File: src/rtl/ps2_key_encoder_pkg.sv
// Shared constants for the PS/2 key encoder: scan codes, command codes, direction encoding
// and the scan-code-to-command map used by the decoder.
package ps2_key_encoder_pkg;

    // Frame bit positions, counted from the start bit (0)
    localparam logic [3:0] PS2_BIT_LAST_DATA = 4'd8;
    localparam logic [3:0] PS2_BIT_PARITY    = 4'd9;
    localparam logic [3:0] PS2_BIT_STOP      = 4'd10;

    // Scan set 2 prefixes
    localparam logic [7:0] SC_EXT   = 8'hE0;
    localparam logic [7:0] SC_BREAK = 8'hF0;

    // Player 1: W S A D
    localparam logic [7:0] SC_W = 8'h1D;
    localparam logic [7:0] SC_S = 8'h1B;
    localparam logic [7:0] SC_A = 8'h1C;
    localparam logic [7:0] SC_D = 8'h23;
    // Player 2: arrow keys, only valid after the E0 prefix
    localparam logic [7:0] SC_ARROW_UP    = 8'h75;
    localparam logic [7:0] SC_ARROW_DOWN  = 8'h72;
    localparam logic [7:0] SC_ARROW_LEFT  = 8'h6B;
    localparam logic [7:0] SC_ARROW_RIGHT = 8'h74;
    // Player 3: I K J L
    localparam logic [7:0] SC_I = 8'h43;
    localparam logic [7:0] SC_K = 8'h42;
    localparam logic [7:0] SC_J = 8'h3B;
    localparam logic [7:0] SC_L = 8'h4B;
    // Player 4: T G F H
    localparam logic [7:0] SC_T = 8'h2C;
    localparam logic [7:0] SC_G = 8'h34;
    localparam logic [7:0] SC_F = 8'h2B;
    localparam logic [7:0] SC_H = 8'h33;
    // Reset game
    localparam logic [7:0] SC_SPACE = 8'h29;

    // Command codes on KEY_PRESSED
    localparam logic [4:0] KEY_RESET_GAME    = 5'd16;
    localparam logic [4:0] DEFAULT_IDLE_CODE = 5'd31;

    // Direction encoding shared with the directions block
    typedef enum logic [1:0] {
        DirUp    = 2'd0,  // y-1
        DirDown  = 2'd1,  // y+1
        DirLeft  = 2'd2,  // x-1
        DirRight = 2'd3   // x+1
    } dir_e;

    typedef enum logic [1:0] {
        StIdle,
        StExt,
        StBreak,
        StExtBreak
    } dec_state_e;

    typedef struct packed {
        logic       hit;
        logic [4:0] code;
    } key_map_t;

    // code = 4*player + dir
    function automatic logic [4:0] key_code(input logic [1:0] player, input dir_e dir);
        return {1'b0, player, dir};
    endfunction

    // Make codes that map without an E0 prefix
    function automatic key_map_t map_base(input logic [7:0] sc);
        key_map_t m;
        m.hit = 1'b1;
        case (sc)
            SC_W:     m.code = key_code(2'd0, DirUp);
            SC_S:     m.code = key_code(2'd0, DirDown);
            SC_A:     m.code = key_code(2'd0, DirLeft);
            SC_D:     m.code = key_code(2'd0, DirRight);
            SC_I:     m.code = key_code(2'd2, DirUp);
            SC_K:     m.code = key_code(2'd2, DirDown);
            SC_J:     m.code = key_code(2'd2, DirLeft);
            SC_L:     m.code = key_code(2'd2, DirRight);
            SC_T:     m.code = key_code(2'd3, DirUp);
            SC_G:     m.code = key_code(2'd3, DirDown);
            SC_F:     m.code = key_code(2'd3, DirLeft);
            SC_H:     m.code = key_code(2'd3, DirRight);
            SC_SPACE: m.code = KEY_RESET_GAME;
            default: begin
                m.hit  = 1'b0;
                m.code = 5'd0;
            end
        endcase
        return m;
    endfunction

    // Make codes that map only after an E0 prefix (the keypad forms are ignored)
    function automatic key_map_t map_ext(input logic [7:0] sc);
        key_map_t m;
        m.hit = 1'b1;
        case (sc)
            SC_ARROW_UP:    m.code = key_code(2'd1, DirUp);
            SC_ARROW_DOWN:  m.code = key_code(2'd1, DirDown);
            SC_ARROW_LEFT:  m.code = key_code(2'd1, DirLeft);
            SC_ARROW_RIGHT: m.code = key_code(2'd1, DirRight);
            default: begin
                m.hit  = 1'b0;
                m.code = 5'd0;
            end
        endcase
        return m;
    endfunction

endpackage

File: src/rtl/ps2_key_encoder_frame_rx.sv
// PS/2 frame receiver: pin synchronisers, falling-edge detect, 11-bit frame shift,
// odd-parity/stop check and inactivity timeout. Emits one byte strobe per good frame.
module ps2_frame_rx
    import ps2_key_encoder_pkg::*;
#(
    parameter int unsigned TIMEOUT_CYCLES = 50000
) (
    input  logic       CLOCK_50,
    input  logic       reset,
    input  logic       PS2_CLK,
    input  logic       PS2_DAT,
    output logic [7:0] rx_byte,
    output logic       byte_strobe,
    output logic       frame_err
);

    localparam int unsigned CNT_W = $clog2(TIMEOUT_CYCLES + 1);

    // [1:0] two-stage synchroniser, [2] previous synced level for edge detection
    logic [2:0] clk_sync_q;
    logic [1:0] dat_sync_q;

    logic [3:0]       bit_cnt_q, bit_cnt_d;
    logic [7:0]       shift_q, shift_d;
    logic             parity_q, parity_d;
    logic [CNT_W-1:0] tmo_q, tmo_d;
    logic             strobe_q, strobe_d;
    logic             err_q, err_d;

    logic clk_fall;
    logic dat_s;

    assign clk_fall = clk_sync_q[2] & ~clk_sync_q[1];
    assign dat_s    = dat_sync_q[1];

    // Synchronise both pins; idle-high reset value avoids a false edge out of reset
    always_ff @(posedge CLOCK_50 or posedge reset) begin
        if (reset) begin
            clk_sync_q <= 3'b111;
            dat_sync_q <= 2'b11;
        end else begin
            clk_sync_q <= {clk_sync_q[1:0], PS2_CLK};
            dat_sync_q <= {dat_sync_q[0], PS2_DAT};
        end
    end

    // Frame bit sequencing, parity/stop check and timeout
    always_comb begin
        bit_cnt_d = bit_cnt_q;
        shift_d   = shift_q;
        parity_d  = parity_q;
        tmo_d     = tmo_q;
        strobe_d  = 1'b0;
        err_d     = 1'b0;
        if (clk_fall) begin
            tmo_d = '0;
            if (bit_cnt_q == 4'd0) begin
                // A high start bit is line noise: drop it silently
                if (!dat_s) begin
                    bit_cnt_d = 4'd1;
                end
            end else if (bit_cnt_q <= PS2_BIT_LAST_DATA) begin
                shift_d   = {dat_s, shift_q[7:1]};
                bit_cnt_d = bit_cnt_q + 4'd1;
            end else if (bit_cnt_q == PS2_BIT_PARITY) begin
                parity_d  = dat_s;
                bit_cnt_d = PS2_BIT_STOP;
            end else begin
                bit_cnt_d = 4'd0;
                if (dat_s && (^{shift_q, parity_q})) begin
                    strobe_d = 1'b1;
                end else begin
                    err_d = 1'b1;
                end
            end
        end else if (bit_cnt_q != 4'd0) begin
            if (tmo_q == CNT_W'(TIMEOUT_CYCLES - 1)) begin
                tmo_d     = '0;
                bit_cnt_d = 4'd0;
                err_d     = 1'b1;
            end else begin
                tmo_d = tmo_q + CNT_W'(1);
            end
        end else begin
            tmo_d = '0;
        end
    end

    // Frame state registers; strobe and error are registered one-cycle pulses
    always_ff @(posedge CLOCK_50 or posedge reset) begin
        if (reset) begin
            bit_cnt_q <= 4'd0;
            shift_q   <= 8'd0;
            parity_q  <= 1'b0;
            tmo_q     <= '0;
            strobe_q  <= 1'b0;
            err_q     <= 1'b0;
        end else begin
            bit_cnt_q <= bit_cnt_d;
            shift_q   <= shift_d;
            parity_q  <= parity_d;
            tmo_q     <= tmo_d;
            strobe_q  <= strobe_d;
            err_q     <= err_d;
        end
    end

    // shift_q is untouched until the next frame's data bits, so it is stable with the strobe
    assign rx_byte     = shift_q;
    assign byte_strobe = strobe_q;
    assign frame_err   = err_q;

endmodule

File: src/rtl/ps2_key_encoder.sv
// PS/2 key encoder: turns scan set 2 make codes into one-cycle KEY_PRESSED commands.
module ps2_key_encoder
    import ps2_key_encoder_pkg::*;
#(
    parameter int unsigned TIMEOUT_CYCLES = 50000,
    parameter logic [4:0]  IDLE_CODE      = DEFAULT_IDLE_CODE
) (
    input  logic       CLOCK_50,
    input  logic       reset,
    input  logic       PS2_CLK,
    input  logic       PS2_DAT,
    output logic [4:0] KEY_PRESSED,
    output logic       key_valid,
    output logic       frame_err
);

    logic [7:0] rx_byte;
    logic       byte_strobe;
    logic       rx_err;

    dec_state_e state_q, state_d;
    logic [4:0] key_q, key_d;
    logic       valid_q, valid_d;
    key_map_t   base_map;
    key_map_t   ext_map;

    ps2_frame_rx #(
        .TIMEOUT_CYCLES (TIMEOUT_CYCLES)
    ) u_frame_rx (
        .CLOCK_50    (CLOCK_50),
        .reset       (reset),
        .PS2_CLK     (PS2_CLK),
        .PS2_DAT     (PS2_DAT),
        .rx_byte     (rx_byte),
        .byte_strobe (byte_strobe),
        .frame_err   (rx_err)
    );

    assign base_map = map_base(rx_byte);
    assign ext_map  = map_ext(rx_byte);

    // Decoder next state and command; only a byte strobe advances the FSM
    always_comb begin
        state_d = state_q;
        key_d   = IDLE_CODE;
        valid_d = 1'b0;
        if (rx_err) begin
            // A corrupted byte may have been a prefix: resynchronise
            state_d = StIdle;
        end else if (byte_strobe) begin
            unique case (state_q)
                StIdle: begin
                    if (rx_byte == SC_EXT) begin
                        state_d = StExt;
                    end else if (rx_byte == SC_BREAK) begin
                        state_d = StBreak;
                    end else if (base_map.hit) begin
                        key_d   = base_map.code;
                        valid_d = 1'b1;
                    end
                end
                StExt: begin
                    if (rx_byte == SC_BREAK) begin
                        state_d = StExtBreak;
                    end else begin
                        state_d = StIdle;
                        if (ext_map.hit) begin
                            key_d   = ext_map.code;
                            valid_d = 1'b1;
                        end
                    end
                end
                // Releases are swallowed
                StBreak, StExtBreak: state_d = StIdle;
                default: state_d = StIdle;
            endcase
        end
    end

    // Decoder state and registered one-cycle command pulse
    always_ff @(posedge CLOCK_50 or posedge reset) begin
        if (reset) begin
            state_q <= StIdle;
            key_q   <= IDLE_CODE;
            valid_q <= 1'b0;
        end else begin
            state_q <= state_d;
            key_q   <= key_d;
            valid_q <= valid_d;
        end
    end

    assign KEY_PRESSED = key_q;
    assign key_valid   = valid_q;
    assign frame_err   = rx_err;

endmodule

File: config.mk
export PLATFORM = sky130hd
export DESIGN_NAME = ps2_key_encoder
export DESIGN_NICKNAME = d
export VERILOG_FILES = /design/src/rtl/ps2_key_encoder_pkg.sv /design/src/rtl/ps2_key_encoder_frame_rx.sv /design/src/rtl/ps2_key_encoder.sv
export SDC_FILE = /design/constraint.sdc
export NUM_CORES = 1
export LEC_CHECK = 0
export ABC_AREA = 1
export CORE_ASPECT_RATIO = 0.75
export CORE_UTILIZATION = 40
export DETAILED_ROUTE_END_ITERATION = 10
export GPL_ROUTABILITY_DRIVEN = 0
export PLACE_DENSITY = 0.55
export SYNTH_ARGS = -nofsm -noshare
export SYNTH_HDL_FRONTEND = slang
export SYNTH_SLANG_ARGS = --single-unit
File: constraint.sdc
create_clock -name CLOCK_50 -period 1.9 [get_ports CLOCK_50]
set_input_delay 0.38 -clock CLOCK_50 [delete_from_list [all_inputs] [get_ports CLOCK_50]]
set_output_delay 0.38 -clock CLOCK_50 [all_outputs]
set_load 0.005 [all_outputs]
==> impl_results.md <==
* Status: finished clean
* Syn_nets at 375
* WS Path Type: register to register
* Min-delay src: u_frame_rx.clk_sync_q[0]
* Sequential power share at 46.6%
* Clock latency on the worst-skew pair at 0.29 ns
* Final setup fails at 0
* DRT iter0 DRCs at 89
* Sw Share at 36.9%
* CP arrival at 1.85 ns
* CP endpoint kind: register
* PwrDens at 856 nW/um2
* Fin. Hold Viols at 0
* DR vias at 2218
* Crit path from: u_frame_rx.bit_cnt_q[0]
* Vias per cell at 4.72
* Clock transition at path regs at 0.08 ns
* Reg2Reg Launch Point: u_frame_rx.bit_cnt_q[0]
* Num CTS Buffers at 5
* Overall power at 2.52 mW
* Max transition margin at 80.0%
* Max-Cap Viols at 0
* Max FO, Critical Path at 10
* CTS hold repair buffers at 0
* Commonest non-fill, non-tap cell in the layout: nand2_1
* Vert. Die Dim at 71.9 um
* Post-CTS Setup Bufs at 0
* Syn. warnings at 0
* Share of the clock period used by the worst path at 88.0%
* Core area at 6290 um2
* CTS Root Cell: clkbuf_8
* Sw Pwr at 0.928 mW
* GRT overflow at 0
* WL per Instance at 11.4 um
* Post-CTS Resized at 0
* Worst Max-Slew Pin Slew at 0.299 ns
* Fin Setup TNS at 0 ns
* Port Buffers at 10
* Chip width at 95.2 um
* First-pass GRT wire length at 9550 um
* Clk_skew at 0.00355 ns
* Maximum VDD drop at 0.000370 V
* Nets@finish at 396
* Most frequent cells in the layout: nand2_1, nor2_1, inv_1
* Maximum clock path buffer count at 2
* RSZ-0062 raised after global routing: false
* Comb pwr share at 29.7%
* Fmax at 0.598 GHz
* Drt first pass iters at 4
* Min Tclk post-route at 1.67 ns
* Row Count at 25
* DP Wirelength at 4100 um
* Final wirelength at 5350 um
* Clk pwr share at 23.7%
* Final Slew Violations at 0
* GRT Util Overall at 18.1%
* Synth Cell Area at 2600 um2
* Layout cells sized above 1 at 12.6%
* Largest net degree at the start of global routing at 45
* Worst Path Required at 2.08 ns
* DIE AREA at 6840 um2
* Filler cells at 650
* Vias in the first global route at 2047
* Drt drc at 0
* Synth Instances at 367
* HP Class: register to register
* Pleak at 1.42 nW
* Total I/O pin count at 11
* Layout overhead on the synthesized area at 12.9%
* Sequential area share after synthesis at 42.7%
* Syn avg cell area at 7.10 um2
* # diodes at 0
* CTS tree: built
* Initial antenna violation count at 0
* Routed Antenna Nets at 0
* Netlist cell types at 29
* Int Pwr at 1.59 mW
* Flops & latches, synth at 44
* CTS H-tree depth at 2
* Initial core utilization at 41.4%
* Clock Sinks at 44
* Startpoint Class: register
==> stage by stage <==
step	std cells	utilization (%)	hold WS [ns]	cell area, um2	setup WS (ns)
floorplan	367	-	0.345	2610	0.344
detailed placement	462	45.4	0.348	2850	0.229
global route	470	46.8	0.362	2940	0.0278
CTS	470	46.8	0.360	2940	0.206
finish	470	46.8	0.358	2940	0.227
global placement	462	45.4	0.346	2850	0.255
==> worst max-delay path, cell delays in order, from the launching register on <==
cell	delay (ns)
dfrtp_1	0.42
inv_1	0.11
ha_1	0.15
inv_1	0.04
nor3_1	0.23
inv_1	0.17
nand3_1	0.17
buf_4	0.20
nor3b_1	0.07
==> power by group through the flow <==
stage	clock network, mW	registers [mW]	logic (mW)
floorplan	0	1.16	0.571
global placement	0	1.19	0.744
detailed placement	0	1.19	0.749
CTS	0.634	1.17	0.752
global route	0.667	1.19	0.858
finish	0.596	1.17	0.747
==> cells in the mapped netlist, drive strengths merged <==
| cell | number | area, um2 |
|---|---|---|
| dfrtp | 34 | 851 |
| or2 | 2 | 12.5 |
| xor2 | 2 | 17.5 |
| inv | 57 | 214 |
| nor3b | 5 | 42.5 |
| buf | 2 | 12.5 |
| nand3b | 2 | 15.0 |
| a21oi | 6 | 30.0 |
| ha | 4 | 50.1 |
| and3 | 1 | 6.26 |
| nor3 | 13 | 70.1 |
| dfstp | 10 | 263 |
| nand4 | 10 | 62.6 |
| nand2 | 103 | 412 |
| nand3 | 23 | 120 |
| o21ai | 26 | 130 |
| clkinv | 2 | 7.51 |
| nor2 | 63 | 274 |
| o211ai | 2 | 15.0 |
==> state kept, by name (all words and copies together) (netlist names) <==
signal / cells
u_frame_rx.frame_err: 1
KEY_PRESSED: 5
u_frame_rx.dat_sync_q: 2
u_frame_rx.bit_cnt_q: 4
u_frame_rx.clk_sync_q: 3
u_frame_rx.tmo_q: 16
key_valid: 1
state_q: 2
u_frame_rx.parity_q: 1
u_frame_rx.rx_byte: 8
u_frame_rx.byte_strobe: 1
==> logic make-up (layout without fill, tap and decap cells) <==
logic type,Yosys count,in the layout,share of synthesized area (%)
AO/OA/AOI/OAI,34,34,6.72
XOR/XNOR,2,2,0.673
adder cells (fa/ha/maj),4,4,1.92
buffers and inverters,61,83,8.98
flip-flops,44,44,42.7
AND/OR/NAND/NOR,222,222,39.0
==> cell type report <==
| class | instances | area (um2) | area share [%] |
|---|---|---|---|
| Clock buffer | 8 | 90.1 | 3.06 |
| Inverter | 59 | 221 | 7.53 |
| Multi-Input combinational cell | 262 | 1260 | 42.7 |
| Sequential cell | 44 | 1110 | 37.9 |
| Tap cell | 81 | 101 | 3.45 |
| Timing Repair Buffer | 16 | 158 | 5.36 |
==> routing by layer <==
layer | vias up | GRT usage [%] | part of all wire [%]
met5 | - | 0 | 0
met4 | 0 | 5.72 | 0.71
met3 | 2 | 4.93 | 3.6
met2 | 33 | 24.5 | 39
met1 | 986 | 27.5 | 57
li1 | 1197 | - | -
==> worst paths after layout <==
path	depth (start not counted)	slack [ns]	to
hold / removal	0	0.36	u_frame_rx.clk_sync_q[1]
max in group asynchronous	3	1.20	u_frame_rx.clk_sync_q[2]
setup reg to reg	8	0.23	u_frame_rx.tmo_q[12]
setup / recovery	8	0.23	u_frame_rx.tmo_q[12]
hold reg to reg	0	0.36	u_frame_rx.clk_sync_q[1]
min in group asynchronous	3	0.44	u_frame_rx.tmo_q[14]
(Power assumes the default switching activity.)
